[src/rtl/nes_pad_pkg.sv]
// Purpose: shared types and constants for the NES pad poller (state encoding, button bit map).
// Latency: n/a (declarations only).
// Backpressure: n/a.
// Contents: pad_state_t FSM encoding, BTN_* bit positions of the button word,
// PAD_BITS (8 buttons + presence bit), debounce_merge helper for NES_PAD_DEBOUNCE_EN builds.
package nes_pad_pkg;

  typedef enum logic [2:0] {
    IDLE,
    LATCH,
    SETTLE,
    CLK_LO,
    CLK_HI,
    DONE
  } pad_state_t;

  // Bit positions in the button word, matching the core's joypad emulation.
  localparam int BTN_A      = 0;
  localparam int BTN_B      = 1;
  localparam int BTN_SELECT = 2;
  localparam int BTN_START  = 3;
  localparam int BTN_UP     = 4;
  localparam int BTN_DOWN   = 5;
  localparam int BTN_LEFT   = 6;
  localparam int BTN_RIGHT  = 7;

  // Eight buttons followed by the presence bit.
  localparam int PAD_BITS = 9;

  // Take a new bit only where two consecutive polls agree; elsewhere keep the held value.
  function automatic logic [7:0] debounce_merge(input logic [7:0] cur,
                                                input logic [7:0] prev,
                                                input logic [7:0] held);
    logic [7:0] agree;
    agree = ~(cur ^ prev);
    return (cur & agree) | (held & ~agree);
  endfunction

endpackage

[src/rtl/nes_pad_sync.sv]
// Purpose: two-flop synchronizer for the asynchronous pad data line.
// Latency: 2 cycles from pin to d_sync.
// Backpressure: none; samples every cycle.
// Ports: clk_74a/reset_n (async active-low, resets to 1 = idle pull-up level),
//        d_in raw pin, d_sync synchronized output.
module nes_pad_sync (
  input  logic clk_74a,
  input  logic reset_n,
  input  logic d_in,
  output logic d_sync
);

  logic [1:0] sync_q;
  logic [1:0] sync_d;

  always_comb begin
    sync_d = {sync_q[0], d_in};
  end

  always_ff @(posedge clk_74a or negedge reset_n) begin
    if (!reset_n) begin
      sync_q <= 2'b11;
    end else begin
      sync_q <= sync_d;
    end
  end

  assign d_sync = sync_q[1];

endmodule

[src/rtl/nes_pad_poller.sv]
// Purpose: polls a physical NES pad (latch/clock/data) and deserializes it into an 8-bit button word.
// Latency: 19*DIV cycles of pin activity per poll; valid pulses on cycle 19*DIV+1 after pad_latch rises.
// Backpressure: none; valid is a one-cycle pulse and buttons/pad_present hold until the next poll.
// Ports: clk_74a, reset_n (async active-low), enable (permits new polls), pad_data (async, low = pressed),
//        pad_latch / pad_clk (registered pad strobes), buttons {right,left,down,up,start,select,b,a},
//        pad_present (9th bit read low), valid.
// Build option: define NES_PAD_DEBOUNCE_EN to update a button only when two consecutive polls agree.
module nes_pad_poller
  import nes_pad_pkg::*;
#(
  parameter int DIV         = 446,
  parameter int POLL_CYCLES = 1_237_500
) (
  input  logic       clk_74a,
  input  logic       reset_n,
  input  logic       enable,
  input  logic       pad_data,
  output logic       pad_latch,
  output logic       pad_clk,
  output logic [7:0] buttons,
  output logic       pad_present,
  output logic       valid
);

  localparam int HB_W = $clog2(DIV);
  localparam int PC_W = $clog2(POLL_CYCLES);
  localparam logic [HB_W-1:0] HB_RELOAD = HB_W'(DIV - 1);
  localparam logic [PC_W-1:0] POLL_LAST = PC_W'(POLL_CYCLES - 1);
  localparam logic [3:0]      LAST_BIT  = 4'(PAD_BITS - 1);

  pad_state_t      state_q, state_d;
  logic [HB_W-1:0] hb_cnt_q, hb_cnt_d;
  logic [3:0]      bit_cnt_q, bit_cnt_d;
  logic [7:0]      raw_q, raw_d;
  logic            pad_latch_q, pad_latch_d;
  logic            pad_clk_q, pad_clk_d;
  logic [7:0]      buttons_q, buttons_d;
  logic            pad_present_q, pad_present_d;
  logic            valid_q, valid_d;
  logic            req_q, req_d;
  logic [PC_W-1:0] poll_cnt_q, poll_cnt_d;
`ifdef NES_PAD_DEBOUNCE_EN
  logic [7:0]      prev_raw_q, prev_raw_d;
`endif

  logic pad_sync;
  logic pressed;
  logic hb_done;
  logic expire;

  nes_pad_sync u_sync (
    .clk_74a (clk_74a),
    .reset_n (reset_n),
    .d_in    (pad_data),
    .d_sync  (pad_sync)
  );

  assign pressed = ~pad_sync;
  assign hb_done = (hb_cnt_q == '0);
  assign expire  = (poll_cnt_q == POLL_LAST);

  always_comb begin
    state_d       = state_q;
    hb_cnt_d      = hb_done ? HB_RELOAD : hb_cnt_q - HB_W'(1);
    bit_cnt_d     = bit_cnt_q;
    raw_d         = raw_q;
    pad_latch_d   = pad_latch_q;
    pad_clk_d     = pad_clk_q;
    buttons_d     = buttons_q;
    pad_present_d = pad_present_q;
    valid_d       = 1'b0;
    poll_cnt_d    = expire ? '0 : poll_cnt_q + PC_W'(1);
    // A single pending request; further expiries while pending are absorbed.
    req_d         = req_q | expire;
`ifdef NES_PAD_DEBOUNCE_EN
    prev_raw_d    = prev_raw_q;
`endif

    case (state_q)
      IDLE: begin
        if (req_q && enable) begin
          state_d     = LATCH;
          req_d       = expire;
          hb_cnt_d    = HB_RELOAD;
          bit_cnt_d   = '0;
          pad_latch_d = 1'b1;
        end
      end
      // The latch spans two half-bit periods; bit_cnt marks which one.
      LATCH: begin
        if (hb_done) begin
          if (bit_cnt_q != '0) begin
            state_d     = SETTLE;
            bit_cnt_d   = '0;
            pad_latch_d = 1'b0;
          end else begin
            bit_cnt_d = 4'd1;
          end
        end
      end
      SETTLE: begin
        if (hb_done) begin
          raw_d     = {pressed, raw_q[7:1]};
          bit_cnt_d = 4'd1;
          state_d   = CLK_LO;
          pad_clk_d = 1'b0;
        end
      end
      CLK_LO: begin
        if (hb_done) begin
          state_d   = CLK_HI;
          pad_clk_d = 1'b1;
        end
      end
      CLK_HI: begin
        if (hb_done) begin
          if (bit_cnt_q == LAST_BIT) begin
            // Presence bit is taken live; raw_q already holds samples 0..7 in bit order.
            state_d       = DONE;
            valid_d       = 1'b1;
            pad_present_d = pressed;
`ifdef NES_PAD_DEBOUNCE_EN
            buttons_d  = pressed ? debounce_merge(raw_q, prev_raw_q, buttons_q) : 8'h00;
            prev_raw_d = pressed ? raw_q : 8'h00;
`else
            buttons_d  = pressed ? raw_q : 8'h00;
`endif
          end else begin
            raw_d     = {pressed, raw_q[7:1]};
            bit_cnt_d = bit_cnt_q + 4'd1;
            state_d   = CLK_LO;
            pad_clk_d = 1'b0;
          end
        end
      end
      DONE: begin
        state_d = IDLE;
      end
      default: begin
        state_d = IDLE;
      end
    endcase
  end

  always_ff @(posedge clk_74a or negedge reset_n) begin
    if (!reset_n) begin
      state_q       <= IDLE;
      hb_cnt_q      <= '0;
      bit_cnt_q     <= '0;
      raw_q         <= '0;
      pad_latch_q   <= 1'b0;
      pad_clk_q     <= 1'b1;
      buttons_q     <= '0;
      pad_present_q <= 1'b0;
      valid_q       <= 1'b0;
      req_q         <= 1'b1;
      poll_cnt_q    <= '0;
`ifdef NES_PAD_DEBOUNCE_EN
      prev_raw_q    <= '0;
`endif
    end else begin
      state_q       <= state_d;
      hb_cnt_q      <= hb_cnt_d;
      bit_cnt_q     <= bit_cnt_d;
      raw_q         <= raw_d;
      pad_latch_q   <= pad_latch_d;
      pad_clk_q     <= pad_clk_d;
      buttons_q     <= buttons_d;
      pad_present_q <= pad_present_d;
      valid_q       <= valid_d;
      req_q         <= req_d;
      poll_cnt_q    <= poll_cnt_d;
`ifdef NES_PAD_DEBOUNCE_EN
      prev_raw_q    <= prev_raw_d;
`endif
    end
  end

  assign pad_latch   = pad_latch_q;
  assign pad_clk     = pad_clk_q;
  assign buttons     = buttons_q;
  assign pad_present = pad_present_q;
  assign valid       = valid_q;

endmodule

[config.mk]
export PLATFORM = sky130hd
export DESIGN_NAME = nes_pad_poller
export DESIGN_NICKNAME = d
export VERILOG_FILES = /design/src/rtl/nes_pad_pkg.sv /design/src/rtl/nes_pad_sync.sv /design/src/rtl/nes_pad_poller.sv
export SDC_FILE = /design/constraint.sdc
export NUM_CORES = 1
export LEC_CHECK = 0
export BUFFER_PORTS_ARGS = -buffer_cell sky130_fd_sc_hd__buf_4
export CORE_UTILIZATION = 60
export DETAILED_ROUTE_END_ITERATION = 10
export GPL_TIMING_DRIVEN = 0
export HOLD_SLACK_MARGIN = 0.02
export PLACE_DENSITY = 0.89
export SLEW_MARGIN = 25
export SYNTH_ARGS = -nofsm -noshare
export SYNTH_HDL_FRONTEND = slang
export SYNTH_SLANG_ARGS = --single-unit
[constraint.sdc]
create_clock -name clk_74a -period 2.4 [get_ports clk_74a]
set_input_delay 0.12 -clock clk_74a [delete_from_list [all_inputs] [get_ports clk_74a]]
set_output_delay 0.12 -clock clk_74a [all_outputs]
set_load 0.005 [all_outputs]
; ---- After elaboration in Yosys (flattened, before gate mapping)
; Index checks and enable logic that the tools add are counted.
; Widths: inputs -> output; s select.
[word_totals]
reg_bits = 60
out_inout_bits = 12
[op_classes]
add_sub_neg = 3
n_eq_ne = 13
mux = 38
bitwise = 2
reduce_logical = 14
[ops]
columns = cell, count
row1 = $mux 8, 4
row2 = $mux 9, 3
row3 = $add 21x1->21 const B, 1
row4 = $eq 21x21->1 const B, 1
row5 = $mux 21, 1
row6 = $mux 3, 7
row7 = $mux 4, 5
row8 = $pmux 4 s4, 1
row9 = $pmux 8 s2, 1
row10 = $pmux 3 s5, 1
row11 = $ne 2x2->1 const B, 7
row12 = $mux 1, 13
row13 = $reduce_and 6->1, 2
row14 = $logic_not 9->1, 1
row15 = $sub 9x1->9 const B, 1
row16 = $reduce_and 4->1, 2
row17 = $reduce_bool 4->1, 2
row18 = $eq 3x2->1 const B, 2
row19 = $reduce_and 5->1, 1
row20 = $add 4x1->4 const B, 1
row21 = $eq 4x4->1 const B, 1
row22 = $reduce_bool 2->1, 2
row23 = $eq 3x1->1 const B, 1
row24 = $eq 3x3->1 const B, 1
row25 = other kinds (8), 8

; ---- Longest topological paths before layout
[logic_depth]
depth_word = 4
mapped_depth = 8

; ---- Hierarchy
; A second synthesis with hierarchy kept.
[hier_totals]
cells_unflattened = 260
area_unflattened_um2 = 2763.9
[modules_own_cells]
columns = module, n_inst, cells_each, area_per_inst_um2, seq_area_each_um2
row1 = nes_pad_poller, 1, 258, 2711.4, 1453.9
row2 = nes_pad_sync, 1, 2, 52.6, 52.6

; ---- Worst setup path after synthesis
; Ideal clock, no wire load.
[synth_path]
path_type = register to register
startpoint = register hb_cnt_q[2]
endpoint = register bit_cnt_q[3]
setup_ns = 0.126
t_arrival_ns = 1.549
required_ns = 2.274
path_slack_ns = 0.725
stages_incl_launch_ff = 6
cell_sequence = dfrtp_1 > nor4_4 > nand4b_2 > a221o_2 > o21ai_1 > o31ai_1
[synth_via]
elab_chain_cells = 3
word_cells_on_any_way = 5
classes_between = eq/ne: 3 / reduce/logical: 2
[synth_lines]
columns = element, line_no
row1 = from (decl), nes_pad_poller.sv:32  ; logic [HB_W-1:0] hb_cnt_q, hb_cnt_d;
row2 = from (signal assigned), nes_pad_poller.sv:163  ; hb_cnt_q <= hb_cnt_d;
row3 = $logic_not 9->1 (*), nes_pad_poller.sv:59  ; assign hb_done = (hb_cnt_q == '0);
row4 = $ne 2x2->1 (no line), -
row5 = $reduce_and 6->1 (no line) (*), -
row6 = to (signal assigned), nes_pad_poller.sv:164  ; bit_cnt_q <= bit_cnt_d;
row7 = to (decl), nes_pad_poller.sv:33  ; logic [3:0] bit_cnt_q, bit_cnt_d;
; Mark *: on every way between the ends. The rest lies on a longest branch, timed or not.
; A chain may end at the register's enable or synchronous reset.

; ---- Worst setup path in the final report
[layout_path]
startpoint = register poll_cnt_q[0]
endpoint = register poll_cnt_q[20]
[layout_via]
elab_chain_cells = 2
word_cells_on_any_way = 3
classes_between = add/sub: 1 / eq/ne: 1 / mux: 1
[layout_lines]
columns = element, line_no
row1 = from (decl), nes_pad_poller.sv:41  ; logic [PC_W-1:0] poll_cnt_q, poll_cnt_d;
row2 = from (signal assigned), nes_pad_poller.sv:172  ; poll_cnt_q <= poll_cnt_d;
row3 = $add 21x1->21 or $eq 21x21->1 (tied branches), "nes_pad_poller.sv:72, nes_pad_poller.sv:60"
row4 = $mux 21 (*), nes_pad_poller.sv:72  ; poll_cnt_d = expire ? '0 : poll_cnt_q + PC_W'(1);
row5 = via poll_cnt_d[20], nes_pad_poller.sv:41
; The timed path passes the listed nets; every way through them passes the cells marked *.

==> flow_metrics.env <==
export IMPL_status="finished, final reports clean"
export IMPL_r2r_slack_ns=0.53
export IMPL_antenna_found_initial=0
export IMPL_vias_per_cell=5.58
export IMPL_fp_dieArea_um2=4960
export IMPL_cp_arrival_ns=2.09
export IMPL_synthXorXnorAreaFrac_pct=7.17
export IMPL_grt_setup_unrepaired="false"
export IMPL_nFillCells=297
export IMPL_grt_pass1_wl_mm=8.55
export IMPL_cts_setup_buffers=0
export IMPL_worstSetupEndpoint="poll_cnt_q[20]"
export IMPL_cts_repair_resized=0
export IMPL_async_flop_share_pct=100
export IMPL_drc=0
export IMPL_fin_crit_ns=1.87
export IMPL_utilization_pct=73.6
export IMPL_setup_worst_path_class="flip-flop to flip-flop"
export IMPL_ff2ff_path_depth=6
export IMPL_layout_common_cells="dfrtp_1, nand2_1, nor2_1"
export IMPL_layout_commonest_cell="dfrtp_1"
export IMPL_finalSetupTns_ns=0
export IMPL_yosys_warnings=0
export IMPL_cts_tree="built"
export IMPL_dieWidth_um=70.5
export IMPL_routed_wl_mm=4.64
export IMPL_htree_levels=3
export IMPL_r2r_end="poll_cnt_q[20]"
export IMPL_drive_gt1_share_pct=18.6
export IMPL_max_slew_margin_pct=50.6
export IMPL_avgSynthCellArea_um2=10.5
export IMPL_internal_power_mw=1.91
export IMPL_start_util_pct=63.7
export IMPL_cp_startpoint="poll_cnt_q[0]"
export IMPL_wire_per_inst_um=13.1
export IMPL_fp_dieH_um=70.5
export IMPL_dr_first_iter_drc_count=176
export IMPL_tightest_slew_ns=0.735
export IMPL_regToRegStartpoint="poll_cnt_q[0]"
export IMPL_root_buffer="clkbuf_8"
export IMPL_synth_simple_area_share_pct=23.3
export IMPL_fmax_mhz=534
export IMPL_insertion_delay_ns=0.34
export IMPL_hold_ws_ns=0.359
export IMPL_synth_top_family_by_area="simple AND/OR/NAND/NOR gates"
export IMPL_via_count=1969
export IMPL_slew_viol_final=0
export IMPL_grt_max_degree=61
export IMPL_syn_nets=275
export IMPL_syn2layout_area_growth_pct=15.5
export IMPL_switching_power_uw=652
export IMPL_muxShareOfSynthArea_pct=3.74
export IMPL_grt_pass1_vias=1906
export IMPL_fin_crit_sh_pct=78.0
export IMPL_crit_required_ns=2.62
export IMPL_synth_area_um2=2810
export IMPL_cp_end_kind="flip-flop"
export IMPL_ys_seq_area_share_pct=53.6
export IMPL_irDropWorstVdd_v=0.000625
export IMPL_ys_types=48
export IMPL_nets=304
export IMPL_switching_share_pct=25.5
export IMPL_ios=16
export IMPL_hold_viol=0
export IMPL_max_cap_violations=0
export IMPL_synth_compound_area_share_pct=7.21
export IMPL_antenna_left=0
export IMPL_min_path_type="flip-flop to flip-flop"
export IMPL_overflow=0
export IMPL_seqPwrFrac_pct=47.6
export IMPL_synthFlopType="dfrtp_1"
export IMPL_gr_usage_all_layers_pct=22.6
export IMPL_synth_edff_count=0
export IMPL_p_clk_share_pct=40.1
export IMPL_powerDensity_nw_per_um2=788
export IMPL_io_buffers=15
export IMPL_finalSetupViolCount=0
export IMPL_skew_ns=0.0116
export IMPL_gp_congestion=0.880
export IMPL_path_max_fanout=4
export IMPL_syn_inst=267
export IMPL_first_pass_iters=5
export IMPL_clock_sinks=60
export IMPL_ctsHoldBuffers=3
export IMPL_antenna_cells=0
export IMPL_worst_setup_path_start_kind="flip-flop"
export IMPL_min_from="u_sync.sync_q[0]"
export IMPL_synth_fa_ha_area_share_pct=2.14
export IMPL_combPwrFrac_pct=12.3
export IMPL_yosys_register_bits=60
export IMPL_cts_made_buffers=9
export IMPL_core_um2=4410
export IMPL_p_leak_nw=1.49
export IMPL_clkTransAtPathRegs_ns=0.07
export IMPL_hpwlAfterDp_mm=3.07
export IMPL_clock_path_buffers=2
export IMPL_row_count=24
-- worst max-delay path, cell delays in order, from the launching register on --
cell and delay, ns:
dfrtp_1 0.39, ha_1 0.21, nand3_1 0.17, nor4_1 0.58, nand3_1 0.19, xor2_1 0.17, nor2_1 0.06
-- metal layers --
| metal | GRT usage, % | part of all wire [%] | up-vias |
|---|---|---|---|
| li1 | - | - | 978 |
| met1 | 28.6 | 47 | 930 |
| met2 | 34.4 | 45 | 52 |
| met3 | 7.94 | 6.0 | 9 |
| met4 | 11.3 | 2.3 | 0 |
| met5 | 0 | 0 | - |
-- synth_stat cells, types with 2 or more instances --
cell type,instances,share of area [%]
nor2b_1,3,0.67
nand3_1,15,2.7
xor2_1,7,2.2
buf_2,3,0.53
xnor2_1,16,5.0
dfstp_2,4,3.7
nor2_1,24,3.2
and2_1,3,0.67
nand4_1,5,1.1
nand2b_1,11,2.4
nand2_1,36,4.8
o21ai_1,7,1.2
ha_1,4,1.8
a21oi_1,5,0.89
o21ai_0,14,2.5
dfrtp_1,56,50
and3_1,2,0.44
mux2_4,7,3.7
inv_1,8,1.1
and4_1,2,0.62
nor3_1,3,0.53
nor4_1,4,0.89
o31ai_1,3,0.80
-- flip-flops by register name, indices dropped and copies added, names as in the netlist --
register / flops
hb_cnt_q: 9
pad_clk: 1
poll_cnt_q: 21
raw_q: 8
pad_latch: 1
state_q: 3
valid: 1
req_q: 1
pad_present: 1
u_sync.sync_q: 2
bit_cnt_q: 4
buttons: 8
-- layout make-up --
| cell class | instances | area, um^2 | area share [%] |
|---|---|---|---|
| buffer | 7 | 51.3 | 1.58 |
| timing repair buffer | 18 | 143 | 4.39 |
| clock inverter | 4 | 72.6 | 2.24 |
| clock buffer | 12 | 155 | 4.78 |
| inverter | 8 | 30.0 | 0.925 |
| multi-input combinational | 192 | 1220 | 37.7 |
| tap | 52 | 65.1 | 2.00 |
| sequential | 60 | 1510 | 46.4 |
-- kinds of logic (layout without fill, tap and decap cells) --
group	Yosys count	in the layout
AOI/OAI and AO/OA	35	35
adders and majority gates	5	5
and+or+nand+nor	122	122
xor gates and xnor gates	23	23
muxes	7	7
buffers and inverters	15	49
DFF	60	60
-- how the worst min path moves through the flow --
| stage | endpoint | slack [ns] | depth (start not counted) |
|---|---|---|---|
| after floorplan | bit_cnt_q[0] | -0.18 | 0 |
| after global placement | state_q[1] | 0.22 | 1 |
| after detailed placement | state_q[2] | 0.23 | 1 |
| after CTS | u_sync.sync_q[1] | 0.36 | 0 |
| after global routing | u_sync.sync_q[1] | 0.36 | 0 |
| final | u_sync.sync_q[1] | 0.36 | 0 |
-- power by group through the flow --
stage	logic (mW)	clock network (mW)	registers, mW
3_5_place_dp	0.307	0	1.23
2_1_floorplan	0.237	0	1.21
6_report	0.315	1.03	1.22
3_3_place_gp	0.297	0	1.23
4_1_cts	0.316	1.05	1.22
5_1_grt	0.357	1.10	1.23
-- stage by stage --
step           worst slack, ns  cells  total power [mW]  cell area (um^2)
3_3_place_gp             0.573    334              1.53              2990
2_1_floorplan            0.725    267              1.45              2810
4_1_cts                  0.540    353              2.59              3250
5_1_grt                  0.375    353              2.69              3250
6_report                 0.528    353              2.56              3250
3_5_place_dp             0.556    334              1.54              2990
No activity file was read; power rests on OpenSTA's default activity.
